**src/rtl/mgr_array_oob_arbiter.sv**
```systemverilog
// Packet-level round-robin arbiter that merges the per-manager OOB request
// ports onto the single downstream OOB stack channel. A grant is held from
// the first beat of a packet until its last beat (SOM or EOP). Beats leave
// through one registered output stage with valid/ready flow control.
//
//   state | meaning
//   ------+---------------------------------------------------------------
//   IDLE  | no manager granted; pick the next requester round-robin
//   LOCK  | grant held; forward beats of the granted manager until last
module mgr_array_oob_arbiter #(
    parameter int NUM_MGR  = 4,
    parameter int MGR_ID_W = 2,
    parameter int TYPE_W   = 2,
    parameter int DATA_W   = 64
) (
    input  logic                       clk,
    input  logic                       reset_poweron,
    input  logic [NUM_MGR-1:0]         mgr__arb__oob_valid,
    input  logic [2*NUM_MGR-1:0]       mgr__arb__oob_cntl,
    input  logic [TYPE_W*NUM_MGR-1:0]  mgr__arb__oob_type,
    input  logic [DATA_W*NUM_MGR-1:0]  mgr__arb__oob_data,
    output logic [NUM_MGR-1:0]         arb__mgr__oob_ready,
    output logic                       arb__std__oob_valid,
    output logic [1:0]                 arb__std__oob_cntl,
    output logic [TYPE_W-1:0]          arb__std__oob_type,
    output logic [DATA_W-1:0]          arb__std__oob_data,
    input  logic                       std__arb__oob_ready,
    output logic [MGR_ID_W-1:0]        arb__sys__grant_id,
    output logic                       arb__sys__busy
);

    typedef enum logic {ST_IDLE = 1'b0, ST_LOCK = 1'b1} state_e;

    state_e              state_q, state_d;
    logic [MGR_ID_W-1:0] rr_ptr_q, rr_ptr_d;
    logic [MGR_ID_W-1:0] grant_q, grant_d;
    logic                out_valid_q, out_valid_d;
    logic [1:0]          out_cntl_q, out_cntl_d;
    logic [TYPE_W-1:0]   out_type_q, out_type_d;
    logic [DATA_W-1:0]   out_data_q, out_data_d;

    logic                any_req;
    logic [MGR_ID_W-1:0] winner;
    logic [MGR_ID_W-1:0] cand;
    int                  gidx;
    logic                sel_valid;
    logic [1:0]          sel_cntl;
    logic [TYPE_W-1:0]   sel_type;
    logic [DATA_W-1:0]   sel_data;
    logic                ld;
    logic                accept;
    logic                sel_last;

    // Beat fields of the currently granted manager
    always_comb begin
        gidx      = int'(grant_q);
        sel_valid = mgr__arb__oob_valid[grant_q];
        sel_cntl  = mgr__arb__oob_cntl[2*gidx +: 2];
        sel_type  = mgr__arb__oob_type[TYPE_W*gidx +: TYPE_W];
        sel_data  = mgr__arb__oob_data[DATA_W*gidx +: DATA_W];
    end

    // Round-robin winner: first requester at or above rr_ptr, with wrap.
    // Scanning from the far end down lets the closest requester win last.
    always_comb begin
        any_req = |mgr__arb__oob_valid;
        winner  = rr_ptr_q;
        cand    = '0;
        for (int k = NUM_MGR - 1; k >= 0; k--) begin
            cand = rr_ptr_q + MGR_ID_W'(k);
            if (mgr__arb__oob_valid[cand]) begin
                winner = cand;
            end
        end
    end

    // Handshake terms; SOM (11) and EOP (10) are exactly the codes with bit 1 set
    always_comb begin
        ld       = !out_valid_q || std__arb__oob_ready;
        accept   = (state_q == ST_LOCK) && sel_valid && ld;
        sel_last = sel_cntl[1];
    end

    // FSM state register
    always_ff @(posedge clk or posedge reset_poweron) begin
        if (reset_poweron) begin
            state_q <= ST_IDLE;
        end else begin
            state_q <= state_d;
        end
    end

    // FSM next state
    always_comb begin
        state_d = state_q;
        case (state_q)
            ST_IDLE: if (any_req) state_d = ST_LOCK;
            ST_LOCK: if (accept && sel_last) state_d = ST_IDLE;
            default: state_d = ST_IDLE;
        endcase
    end

    // FSM outputs: only the granted manager sees ready, and only while the stage can load
    always_comb begin
        arb__mgr__oob_ready = '0;
        if (state_q == ST_LOCK) begin
            arb__mgr__oob_ready[grant_q] = ld;
        end
        arb__sys__busy = (state_q == ST_LOCK) || out_valid_q;
    end

    // Grant, pointer and output-stage next values
    always_comb begin
        grant_d     = grant_q;
        rr_ptr_d    = rr_ptr_q;
        out_valid_d = out_valid_q;
        out_cntl_d  = out_cntl_q;
        out_type_d  = out_type_q;
        out_data_d  = out_data_q;
        if (state_q == ST_IDLE && any_req) begin
            grant_d = winner;
        end
        if (accept && sel_last) begin
            rr_ptr_d = grant_q + 1'b1;
        end
        if (accept) begin
            out_valid_d = 1'b1;
            out_cntl_d  = sel_cntl;
            out_type_d  = sel_type;
            out_data_d  = sel_data;
        end else if (std__arb__oob_ready) begin
            out_valid_d = 1'b0;
        end
    end

    // Datapath registers
    always_ff @(posedge clk or posedge reset_poweron) begin
        if (reset_poweron) begin
            grant_q     <= '0;
            rr_ptr_q    <= '0;
            out_valid_q <= 1'b0;
            out_cntl_q  <= '0;
            out_type_q  <= '0;
            out_data_q  <= '0;
        end else begin
            grant_q     <= grant_d;
            rr_ptr_q    <= rr_ptr_d;
            out_valid_q <= out_valid_d;
            out_cntl_q  <= out_cntl_d;
            out_type_q  <= out_type_d;
            out_data_q  <= out_data_d;
        end
    end

    assign arb__std__oob_valid = out_valid_q;
    assign arb__std__oob_cntl  = out_cntl_q;
    assign arb__std__oob_type  = out_type_q;
    assign arb__std__oob_data  = out_data_q;
    assign arb__sys__grant_id  = grant_q;

endmodule

```
**config.mk**
```make
export PLATFORM = sky130hd
export DESIGN_NAME = mgr_array_oob_arbiter
export DESIGN_NICKNAME = d
export VERILOG_FILES = /design/src/rtl/mgr_array_oob_arbiter.sv
export SDC_FILE = /design/constraint.sdc
export NUM_CORES = 1
export LEC_CHECK = 0
export ABC_AREA = 1
export BUFFER_PORTS_ARGS = -buffer_cell sky130_fd_sc_hd__buf_2
export CELL_PAD_IN_SITES_DETAIL_PLACEMENT = 0
export CELL_PAD_IN_SITES_GLOBAL_PLACEMENT = 2
export CORE_ASPECT_RATIO = 0.6
export CORE_MARGIN = 2
export CORE_UTILIZATION = 21
export DETAILED_ROUTE_END_ITERATION = 8
export PLACE_DENSITY_LB_ADDON = 0.2
export SYNTH_ARGS = -nofsm -noshare
export SYNTH_HDL_FRONTEND = slang
export SYNTH_SLANG_ARGS = --single-unit
```
**constraint.sdc**
```tcl
create_clock -name clk -period 3.9 [get_ports clk]
set_input_delay 0.195 -clock clk [delete_from_list [all_inputs] [get_ports clk]]
set_output_delay 0.195 -clock clk [all_outputs]
set_load 0.01 [all_outputs]
```
# Word level (Yosys, flattened, before mapping)

Index checks and enable logic that the tools add are counted.

Shift-type cells: 3
Bitwise operators: 2
Magnitude comparators: 6
Muxes and demuxes: 22
Reduce and logical (&&, ||, !) cells: 10
Add/subtract/negate cells: 4

Operators by type and width:

| operator                                                                      | number |
|---|---|
| 256-bit by 9-bit variable part select with 64-bit output                      | 1 |
| 8-bit by 4-bit variable part select with 2-bit output                         | 2 |
| 2-bit by 3-bit less-than comparator with 1-bit output (second input constant) | 5 |
| 1-bit binary-select mux with 2-bit select                                     | 5 |
| 1-bit two-way mux                                                             | 10 |
| 2-bit two-way mux                                                             | 4 |
| 1-bit logical AND                                                             | 5 |
| 2-bit by 1-bit adder with 2-bit output (second input constant)                | 2 |
| 2-bit adder (second input constant)                                           | 2 |
| 4-bit AND                                                                     | 1 |
| 4-bit two-way mux                                                             | 1 |
| 4-bit OR reduction                                                            | 1 |
| 1-bit demux with 2-bit select                                                 | 1 |
| 2-bit by 1-bit >= comparator with 1-bit output (second input constant)        | 1 |
| 1-bit logical OR                                                              | 2 |
| 1-bit one-hot mux with 2 select lines                                         | 1 |
| 2-bit nonzero test                                                            | 1 |
| 1-bit zero test                                                               | 1 |
| 1-bit inverter                                                                | 1 |

Bits of input ports: 279
Output and inout bits: 76
Register bits: 74
Word-level logic and storage cells: 54

# Longest topological paths before layout

Depth after elaboration: 7
Depth in mapped cells: 11
Gate-level depth less buffers: 11

# Least setup slack after synthesis

No wires, ideal clock.

Kind: reg-to-output
Start point: register grant_q[0] (netlist: arb__sys__grant_id[0])
End point: output port arb__mgr__oob_ready[0]
Required time: 3705 ps
Slack: 2147 ps
Arrival: 1558 ps
Stages on the path, launching flop included: 7
Buffers on the path: 2
Cells stage by stage: dfrtp_1 -> inv_1 -> clkbuf_1 -> clkbuf_1 -> ha_1 -> inv_1 -> nor2_1

Cells in the longest elaborated chain, start to end: 6
Elaborated cells between the ends (all ways): 7
Those cells by class: order compare (2); mux (3); bitwise (1); reduce/logical (1)

RTL lines:

| item                                                                                                                                          | RTL line | RTL |
|---|---|---|
| start: declaration                                                                                                                            | 36       | `logic [MGR_ID_W-1:0] grant_q, grant_d;` |
| start signal: assignment                                                                                                                      | 146      | `grant_q <= grant_d;` |
| 2-bit by 3-bit less-than comparator with 1-bit output (not written as such) or 2-bit by 1-bit >= comparator with 1-bit output (tied branches) | 107      | `arb__mgr__oob_ready[grant_q] = ld;` |
| 1-bit logical AND (not written as such)                                                                                                       | 107      |  |
| 1-bit two-way mux (not written as such)                                                                                                       | 107      |  |
| 1-bit demux with 2-bit select *                                                                                                               | 107      |  |
| 4-bit AND (no source line) *                                                                                                                  | n/a      |  |
| 4-bit two-way mux *                                                                                                                           | 106      | `if (state_q == ST_LOCK) begin` |
| end: declaration                                                                                                                              | 22       | `output logic [NUM_MGR-1:0] arb__mgr__oob_ready,` |

Every way passes the cells marked *; elsewhere a longest branch is shown, timed or not.

# Worst setup path after layout

Same ends and word-level chain as after synthesis.

==> metrics.csv <==
metric,value,unit
status,"finished, violations left",
failing checks,hold timing,
Yosys top cell area share,36.8,%
Die Ht,124,um
Synth Warn #,0,
leakage power,3.92,nW
Worst Hold Class,primary input to asynchronous set/reset pin,
"Reg clk slew, reported paths",60,ps
count of cell types in the netlist,18,
Num CTS Buffers,9,
CP cell instances,inv_4 > buf_4 > ha_1 > inv_1 > nor2_1 > buf_2,
number of hold buffers added after CTS,0,
FF-to-FF End,rr_ptr_q[0]$_DFFE_PP0P_,
DR iter-0 viols,346,
clock period minus worst slack,2950,ps
WS Path Type,flop to output port,
RSZ-0062 raised after global routing,no,
largest net degree at the start of global routing,97,
CP max FO,96,
average cell area after synthesis,6.46,um^2
reg2reg start,arb__sys__grant_id[0]$_DFFE_PP0P_,
reg2reg setup slack,1060,ps
global-route wire length before repair,34.9,mm
sequential fraction of the synthesis area,36.8,%
P_int,2.91,mW
Comb power frac,58.4,%
Core Footprint,0.0233,mm^2
Worst setup EP type,output port,
slew margin rel.,38.4,%
R2R cell count,9,
Layout Cells excl Fill,1404,
vias in the first global route,6243,
power per standard cell area,787,mW/mm^2
slew at the pin closest to its max-slew limit,923,ps
CP Launch Type,flop,
Total Power,5.75,mW
placed inst area,0.00698,mm^2
Root Buffer,clkbuf_16,
Final Max Tran Viols,0,
"FF+latch count, synth",74,
"most common cell after layout, fill and taps aside",buf_2,
Inst Count DP,1388,
drt total wl,22.9,mm
DP HPWL,16.9,mm
Syn Inst Count,778,
CP arrival,2750,ps
post-CTS setup buffer count,0,
most frequent cells in the layout,"buf_2 (354), nand2_1 (177), nor2_1 (143), o21ai_0 (140), nand3_1 (77)",
switching power,2.84,mW
post-synth net total,1061,
# setup viols final,0,
post-CTS sizing,0,
Die Area,0.0252,mm^2
area grow syn2layout,45.2,%
data required time of the worst path,3700,ps
Die Width,204,um
CP max-delay cell,buf_4,
Congestion Overflow GR,0,
initial antenna violation count,3,
max-cap check violation count,0,
initial core utilization,21.6,%
DRT Pass-1 Iters,5,
Clock Sinks,74,
sw frac,49.4,%
peak supply drop,0.390,mV
Synth area leader,dfrtp_1,
residual DRC count,0,
ranking of synthesized cells by area,"dfrtp_1 (37%), o21ai_0 (14%), nand2_1 (13%)",
setup tns final,0,ps
Sequential Power Share,25.9,%
"Hold Vio Cnt, Final",1,
Via density,4.65,
fin crit share,75.6,%
CTS H-Tree Depth,3,
routed vias,6530,
worst-skew pair later-pin latency,340,ps
Nets,1367,
Synth Cell Area,0.00503,mm^2
share of post-route cells with drive strength above 1,35.5,%
input/output buffers,354,
gpl congestion,0.781,
deepest clock path buffer count,2,
GRT Total Usage,17.7,%
critical path's largest stage delay,760,ps
DR WL/cell,16.3,um
Clock power frac,15.7,%
# IOs,355,
fmax,339,MHz
CTS tree,yes,
Antenna Nets Post-Route,0,
PnR worst setup slack,953,ps
Worst Hold Margin,-1.24,ps
Final Instance Area,0.00730,mm^2
dpl ws,1000,ps
Final Skew,7.57,ps
placement row count,43,
==> synth_stat cells <==
cell,count
inv_1,20
buf_1,1
a21oi_4,1
nand2_1,177
a31oi_1,1
clkbuf_1,53
or2_2,1
nand2_2,1
ha_1,4
buf_2,9
buf_6,1
dfrtp_1,74
o21ai_0,140
buf_4,4
nand3_1,77
nor2_1,143
o22ai_1,68
a21oi_1,3
==> layout make-up <==
cell class	count	area (um^2)
Antenna cell	1	2.50
Tap cell	315	394
Sequential cell	74	1860
Clock buffer	10	239
Timing Repair Buffer	363	1840
Clock inverter	5	78.8
Fill cell	2669	16000
Multi-Input combinational cell	616	2810
Inverter	20	78.8
==> critical path: cells and delay by family, from the launching register on <==
kind | cells | cell delay (ps)
fa+ha+maj | 1 | 280
buf+inv | 4 | 1360
flops | 1 | 670
simple gates | 1 | 80
==> routing by layer <==
layer,GRT usage (%),vias up,wire length [um],share of wire (%)
met3,5.76,17,2080,9.1
met5,0,-,27,0.12
met2,27.6,248,10100,44
met4,4.06,4,235,1.0
met1,23.8,3029,10500,46
li1,-,3232,-,-
==> how the worst max path moves through the flow <==
stage	startpoint	endpoint	slack, ps	depth (start not counted)
final	arb__sys__grant_id[0]$_DFFE_PP0P_	arb__mgr__oob_ready[0]	950	6
after CTS	arb__sys__grant_id[0]$_DFFE_PP0P_	arb__mgr__oob_ready[0]	880	6
after global placement	arb__sys__grant_id[0]$_DFFE_PP0P_	rr_ptr_q[0]$_DFFE_PP0P_	970	9
after global routing	arb__sys__grant_id[0]$_DFFE_PP0P_	arb__mgr__oob_ready[2]	700	6
after detailed placement	arb__sys__grant_id[0]$_DFFE_PP0P_	rr_ptr_q[0]$_DFFE_PP0P_	1000	9
after floorplan	reset_poweron	arb__std__oob_cntl[0]$_DFFE_PP0P_	1820	1
==> per-stage QoR <==
step / utilization (%) / hold slack (ps)
after floorplan: - / 439
after global placement: 30.0 / 395
after detailed placement: 30.0 / 409
after CTS: 31.3 / 35.1
after global routing: 31.3 / 69.5
final: 31.3 / -1.24
==> power groups by stage <==
stage / sequential [mW] / clock [mW] / combinational (mW)
floorplan: 1.53 / 0 / 2.16
global placement: 1.50 / 0 / 3.46
detailed placement: 1.50 / 0 / 3.42
CTS: 1.49 / 0.935 / 3.43
global route: 1.56 / 0.972 / 3.83
finish: 1.49 / 0.901 / 3.35
==> cell families (layout without fill, tap and decap cells) <==
kind of cell / after synthesis / count (layout) / synth area share (%)
flops: 74 / 74 / 36.8
other cells: 0 / 1 / 0
compound gates: 213 / 213 / 23.1
simple gates: 399 / 399 / 31.8
buf+inv: 88 / 398 / 7.24
fa+ha+maj: 4 / 4 / 0.995
==> flip-flops by register name, indices dropped and copies added (netlist names) <==
| register | count |
|---|---|
| arb__std__oob_cntl | 2 |
| arb__std__oob_data | 64 |
| arb__std__oob_type | 2 |
| arb__std__oob_valid | 1 |
| arb__sys__grant_id | 2 |
| rr_ptr_q | 2 |
| state_q | 1 |
No activity file was read; power rests on OpenSTA's default activity.
